===== src/rtl/seg_byte_scroller.sv =====
`default_nettype none
// ============================================================================
//  Module      : seg_byte_scroller
//  Description : Buffers a valid/ready byte stream in a small circular FIFO
//                and presents each byte on two hex-digit nibble outputs for a
//                programmable number of clock cycles.
//  Revision    : 1.0  initial release
// ============================================================================
module seg_byte_scroller #(
   parameter int DEPTH       = 8,
   parameter int HOLD_CYCLES = 50_000_000,
   parameter int CNT_W       = 26
) (
   input  logic                     clk,
   input  logic                     rst_n,
   input  logic                     clear,
   input  logic [7:0]               in_data,
   input  logic                     in_valid,
   output logic                     in_ready,
   output logic [3:0]               seg_data_1,
   output logic [3:0]               seg_data_2,
   output logic                     busy,
   output logic [$clog2(DEPTH):0]   fill_level
);

   localparam int               C_AW        = $clog2(DEPTH);
   localparam logic [C_AW:0]    C_PTR_ONE   = (C_AW + 1)'(1);
   localparam logic [CNT_W-1:0] C_CNT_ONE   = CNT_W'(1);
   localparam logic [CNT_W-1:0] C_HOLD_LAST = CNT_W'(HOLD_CYCLES - 1);

   typedef enum logic [0:0] {
      S_IDLE = 1'b0,
      S_SHOW = 1'b1
   } state_t;

   state_t           r_state;
   state_t           w_next_state;
   logic [C_AW:0]    r_wr_ptr;
   logic [C_AW:0]    r_rd_ptr;
   logic [7:0]       r_mem [DEPTH];
   logic [7:0]       r_disp;
   logic [CNT_W-1:0] r_cnt;

   logic w_full;
   logic w_empty;
   logic w_push;
   logic w_pop;
   logic w_cnt_last;

   // Pointers carry one extra wrap bit so full and empty are distinguishable.
   assign w_full     = (r_wr_ptr[C_AW-1:0] == r_rd_ptr[C_AW-1:0]) &&
                       (r_wr_ptr[C_AW] != r_rd_ptr[C_AW]);
   assign w_empty    = (r_wr_ptr == r_rd_ptr);
   assign w_cnt_last = (r_cnt == C_HOLD_LAST);

   // No full-bypass: a full FIFO refuses input even when a pop is pending.
   assign in_ready   = !w_full && !clear;
   assign w_push     = in_valid && in_ready;

   assign seg_data_1 = r_disp[7:4];
   assign seg_data_2 = r_disp[3:0];
   assign busy       = (r_state == S_SHOW);
   assign fill_level = r_wr_ptr - r_rd_ptr;

   // State register; clear returns to IDLE ahead of any transition.
   always_ff @(posedge clk or negedge rst_n) begin
      if (!rst_n) begin
         r_state <= S_IDLE;
      end else if (clear) begin
         r_state <= S_IDLE;
      end else begin
         r_state <= w_next_state;
      end
   end

   // Next-state and pop decision: load a new byte when idle or when the hold expires.
   always_comb begin
      w_next_state = r_state;
      w_pop        = 1'b0;
      case (r_state)
         S_IDLE: begin
            if (!w_empty) begin
               w_pop        = 1'b1;
               w_next_state = S_SHOW;
            end
         end
         S_SHOW: begin
            if (w_cnt_last) begin
               if (!w_empty) begin
                  w_pop = 1'b1;
               end else begin
                  w_next_state = S_IDLE;
               end
            end
         end
         default: begin
            w_next_state = S_IDLE;
         end
      endcase
      if (clear) begin
         w_pop = 1'b0;
      end
   end

   // FIFO storage write; contents need no reset because pointers gate reads.
   always_ff @(posedge clk) begin
      if (w_push) begin
         r_mem[r_wr_ptr[C_AW-1:0]] <= in_data;
      end
   end

   // Pointers, display register and hold counter.
   always_ff @(posedge clk or negedge rst_n) begin
      if (!rst_n) begin
         r_wr_ptr <= '0;
         r_rd_ptr <= '0;
         r_disp   <= 8'h00;
         r_cnt    <= '0;
      end else if (clear) begin
         r_wr_ptr <= '0;
         r_rd_ptr <= '0;
         r_disp   <= 8'h00;
         r_cnt    <= '0;
      end else begin
         if (w_push) begin
            r_wr_ptr <= r_wr_ptr + C_PTR_ONE;
         end
         if (w_pop) begin
            r_rd_ptr <= r_rd_ptr + C_PTR_ONE;
            r_disp   <= r_mem[r_rd_ptr[C_AW-1:0]];
            r_cnt    <= '0;
         end else if (r_state == S_SHOW) begin
            // Expiry with nothing queued drops to IDLE; the counter restarts.
            if (w_cnt_last) begin
               r_cnt <= '0;
            end else begin
               r_cnt <= r_cnt + C_CNT_ONE;
            end
         end
      end
   end

endmodule
`default_nettype wire


===== config.mk =====
export PLATFORM = sky130hd
export DESIGN_NAME = seg_byte_scroller
export DESIGN_NICKNAME = d
export VERILOG_FILES = /design/src/rtl/seg_byte_scroller.sv
export SDC_FILE = /design/constraint.sdc
export NUM_CORES = 1
export LEC_CHECK = 0
export ABC_CLOCK_PERIOD_IN_PS = 5200
export BUFFER_PORTS_ARGS = -buffer_cell sky130_fd_sc_hd__buf_4
export CAP_MARGIN = 20
export CORE_MARGIN = 5
export CORE_UTILIZATION = 45
export DETAILED_ROUTE_END_ITERATION = 8
export SLEW_MARGIN = 20
export SYNTH_ARGS = -nofsm -noshare
export SYNTH_HDL_FRONTEND = slang
export SYNTH_SLANG_ARGS = --single-unit
export TNS_END_PERCENT = 5

===== constraint.sdc =====
create_clock -name clk -period 5.2 [get_ports clk]
set_input_delay 1.04 -clock clk [delete_from_list [all_inputs] [get_ports clk]]
set_output_delay 1.04 -clock clk [all_outputs]
set_load 0.03 [all_outputs]

# [Word-level counts from Yosys, hierarchy flattened]
# Memories as Yosys holds them, arrays and structs flattened.
# Cells that the tools add are included.
[totals] rom_bits=0 mem_bits_rw=64 n_memories=1 latch_bits=0 wordCells=42 ff_bits=43 inputBits=12
[mem_list] name="r_mem" depth=8 width=8 rd=1 rd_clocked_by_memory_dff=0 wr=1 line="40" source="logic [7:0] r_mem [DEPTH];"
[op_classes] div=0 mux=19 n_eq_ne=4 mul=0 n_reduce_logical=8 n_lt_le_gt_ge=0 shift=0 addsub=4 n_bitwise=1
[op_table] op="26-bit two-way mux" count=4
[op_table] op="26-bit by 1-bit adder with 26-bit output (second input constant)" count=1
[op_table] op="26-bit == test (second input constant)" count=1
[op_table] op="4-bit two-way mux" count=4
[op_table] op="8-bit two-way mux" count=2
[op_table] op="4-bit by 1-bit adder with 4-bit output (second input constant)" count=2
[op_table] op="1-bit two-way mux" count=7
[op_table] op="4-bit == test" count=1
[op_table] op="1-bit one-hot mux with 2 select lines" count=2
[op_table] op="2-bit nonzero test" count=2
[op_table] op="4-bit subtractor" count=1
[op_table] op="3-bit == test" count=1
[op_table] op="1-bit logical AND" count=3
[op_table] op="3-bit nonzero test" count=1
[op_table] op="1-bit zero test" count=2
[op_table] op="1-bit inequality test" count=1
[op_table] op="1-bit inverter" count=1

# [Longest topological paths before layout]
[depth] depth_word=7 ltp_mapped=9

# [Least setup slack after synthesis]
# OpenSTA, ideal clock, no wires.
[synth_path] kind="flip-flop to flip-flop" from="register r_rd_ptr[1]" to="memory r_mem[0][0] (enable)" path_slack_ns=1.905 arrival_time_ns=2.911 stages_incl_launch_ff=9 synth_period_minus_slack_ns=3.295 path_cell_list="dfrtp_1 -> buf_2 -> buf_2 -> inv_1 -> ha_1 -> and3_1 -> a21oi_1 -> nand3_1 -> nor3_1"
[synth_via] elab_chain_cells=7
[synth_rtl] item="start, declared" line="39" source="logic [C_AW:0] r_rd_ptr;"
[synth_rtl] item="start signal, assigned" line="129" source="r_rd_ptr <= r_rd_ptr + C_PTR_ONE;"
[synth_rtl] item="3-bit == test" line="51" source="assign w_full = (r_wr_ptr[C_AW-1:0] == r_rd_ptr[C_AW-1:0]) &&"
[synth_rtl] item="1-bit logical AND" line="51"
[synth_rtl] item="1-bit zero test" line="57" source="assign in_ready = !w_full && !clear;"
[synth_rtl] item="1-bit logical AND" line="57"
[synth_rtl] item="net in_ready" line="19" source="output logic in_ready,"
[synth_rtl] item="1-bit logical AND" line="58" source="assign w_push = in_valid && in_ready;"
[synth_rtl] item="1-bit two-way mux" line="107" source="if (w_push) begin"
[synth_rtl] item="1-bit two-way mux (not written as such)" line="108" source="r_mem[r_wr_ptr[C_AW-1:0]] <= in_data;"
[synth_rtl] item="end, declared" line="40"
# The timed path passes the listed nets, and every way through them passes these cells.

# [Final worst setup path]
[layout_path] from="register r_rd_ptr[1]" to="output port in_ready"
[layout_via] elab_chain_cells=4
[layout_rtl] item="3-bit == test" line="51"
[layout_rtl] item="1-bit logical AND" line="51"
[layout_rtl] item="1-bit zero test" line="57"
[layout_rtl] item="1-bit logical AND" line="57"
[layout_rtl] item="end, declared" line="19"
# Every way passes these cells.

==> out/results.ini <==
[floorplan]
core-area_um2 = 10700
die_h_um = 113.9
initial_utilization_pct = 45.43
die-area_um2 = 12980
die_w_um = 113.9
rows = 38
io_pins = 26

[clocking]
cts.sink_count = 107
clk_pin_slew_ns = 0.11
clkLatencyLatePin_ns = 0.38
cts_buffer_depth = 2
postCtsSetupRepairBufs = 0
cts-htree-levels = 3
cts_inserted_buffers = 9
tritoncts = built
cts-root-buf = clkbuf_8
cts_hold_buf = 0
cts-resized-gates = 0

[global_route]
met1_usage_pct = 20.80
grt_max_degree = 44
busiest_layer = met2
track_usage_pct = 15.57
grt_pass1_wl_mm = 15.66
overflow = 0
grt_pass1_vias = 2937
use_met2_pct = 24.86
grtUsageMet3_pct = 4.085
antenna_found_initial = 0

[finish]
layout-drive-gt1-share_pct = 18.43
final_cell_area_um2 = 5364
area_growth_pct = 10.38
diodes = 0
nNetsFinal = 410

[sta]
slew_headroom_pct = 42.94
hold_violations = 0
tns_ns = 0
finalSetupViolations = 0
rsz0062_at_grt = no
slew_viol_final = 0
fin_skew_ns = 0.007810
timing.final.ws_setup_ns = 1.592
max_freq_ghz = 0.2772
min_period_over_period_pct = 69.38
worst_pin_slew_ns = 0.8559
fin_crit_ns = 3.608

[place]
place_congestion = 0.7853
place_ws_ns = 1.679
hpwl_mm = 6.570
place_area_um2 = 5162
io_buffers = 25

[yosys]
yosysWarnings = 0
syn-cell-area_um2 = 4860
synth_ff_type = edfxtp_1
postSynthAreaPerCell_um2 = 13.24
ys_seq_area_share_pct = 61.69
synth-edff-count = 64
synth_cell_types = 55
synthArstFlopShare_pct = 40.19
ys_seq_elements = 107
synthCells = 367
syn_nets = 386

[setup_path]
required_ns = 4.16
criticalPathCategory = flip-flop to primary output
cp_max_fo = 20
rrSetupSlack_ns = 2.00
critPathCaptureType = primary output
reg2reg_from = r_rd_ptr[1]$_DFFE_PN0P_
critPathArrivalTime_ns = 2.57
rr_endpoint = r_mem[4][2]$_DFFE_PP_
r2r_cells = 6
startpoint_type = flip-flop

[detailed_routing]
wirelength_mm = 9.363
routed-via-count = 2988
wl_per_cell_um = 17.47
vias_per_cell = 5.575
ant_nets = 0
drtIter0Drc = 181
firstDrtPassIters = 4
drc = 0

[hold_path]
hold_path.startpoint = r_cnt[22]$_DFFE_PN0P_
min_path_cells = 1
hold_end = r_cnt[22]$_DFFE_PN0P_
hold_class = flip-flop to flip-flop

[job]
maxCapViolCount = 0

[power]
irDropWorstVdd_uv = 313.8
leakage_uw = 0.002030
p_per_area_nw_per_um2 = 404.2

[status]
status = complete, no violations

[worst max-delay path by stage]
stage / start / to / slack, ns / cells after the start
after CTS: r_rd_ptr[1]$_DFFE_PN0P_ / in_ready / 1.55 / 5
after global routing: r_rd_ptr[1]$_DFFE_PN0P_ / in_ready / 1.38 / 5
after detailed placement: r_rd_ptr[1]$_DFFE_PN0P_ / r_mem[0][7]$_DFFE_PP_ / 1.68 / 6
after floorplan: r_rd_ptr[1]$_DFFE_PN0P_ / r_mem[0][0]$_DFFE_PP_ / 1.91 / 8
final: r_rd_ptr[1]$_DFFE_PN0P_ / in_ready / 1.59 / 5
after global placement: r_rd_ptr[1]$_DFFE_PN0P_ / r_mem[0][3]$_DFFE_PP_ / 1.78 / 6
[area by class of cell]
type / count / area (µm²)
fillers: 942 / 5334
flip-flops and latches: 107 / 2998
multi-input cells: 236 / 1753
repair buffers: 28 / 207.7
well taps: 140 / 175.2
clock buffers: 9 / 123.9
clock inverters: 7 / 72.57
inverters: 9 / 33.78
[registers in the layout, indices dropped and copies added, names as in the netlist]
name and cells:
r_disp 8, r_rd_ptr 4, r_wr_ptr 4, busy 1, r_cnt 26, r_mem 64
[critical path, cell delays in order, from the launching register on]
cell	delay (ns)
dfrtp_1	0.91
inv_1	0.14
ha_1	0.34
and3_1	0.20
a21oi_1	0.35
buf_4	0.24
[routing by layer]
layer | vias up | part of all wire, %
li1 | 1446 | -
met1 | 1489 | 46
met2 | 46 | 49
met3 | 7 | 3.6
met4 | 0 | 1.0
met5 | - | 0
[power by group]
| group | internal [µW] | switching (µW) |
|---|---|---|
| Sequential | 945 | 61.6 |
| Clock | 191 | 312 |
| Combinational | 269 | 388 |
[cell usage in the layout, fill, tap and decap left out, types with 2 or more instances in the layout]
cell type  instances
nand2b_1           3
edfxtp_1          64
o21ai_0            4
a21oi_1           13
mux2i_1            9
o21ai_1            7
or4_1              9
inv_8              3
nor2_1            32
dfrtp_1           43
nor3_1             4
a21o_1             4
nor3_2             3
mux4_2            16
inv_6              2
nand3_1           21
clkbuf_8           9
xnor2_1            4
a41oi_1            3
nand4_1           10
inv_1              7
and4_1             5
ha_1               6
a22o_1             3
nand2_1           30
and3_1             6
xor2_1            12
a31oi_1            6
and2_1             3
buf_4             27
[synthesized netlist by cell type (4+ instances only)]
cell	number	area, µm²
o21ai_1	7	35.03
a31oi_1	6	37.54
clkbuf_1	7	26.28
o21ai_0	4	20.02
nor2_1	32	120.1
and3_1	6	37.54
nand3_1	21	105.1
xor2_1	12	105.1
or4_1	9	67.56
buf_2	4	20.02
a21o_1	4	30.03
xnor2_1	4	35.03
nand4_1	10	62.56
mux2i_1	9	90.09
mux4_2	16	360.4
and4_1	5	43.79
nand2_1	30	112.6
edfxtp_1	64	1922
a21oi_1	13	65.06
ha_1	6	75.07
inv_1	7	26.28
dfrtp_1	43	1076
nor3_1	5	25.02
[stage by stage]
step / total power, µW / std cells / hold slack (ns) / utilization [%]
4_1_cts: 2197 / 536 / 0.4951 / 50.09
5_1_grt: 2301 / 536 / 0.5111 / 50.14
2_1_floorplan: 1491 / 367 / 0.4446 / -
3_5_place_dp: 1694 / 520 / 0.4838 / 48.26
3_3_place_gp: 1689 / 519 / 0.4691 / 48.21
6_report: 2168 / 536 / 0.5022 / 50.14
[cell families (layout without fill, tap and decap cells)]
family	after synthesis	in the layout	share of synthesized area, %
buffers and inverters	24	53	2.343
adders and majority gates	7	7	1.957
xor gates and xnor gates	16	16	2.884
AOI/OAI and AO/OA	50	50	6.643
muxes	26	26	9.501
and+or+nand+nor	137	137	14.98
DFF	107	107	61.69
Note: power is estimated with default switching activity, not from simulation.
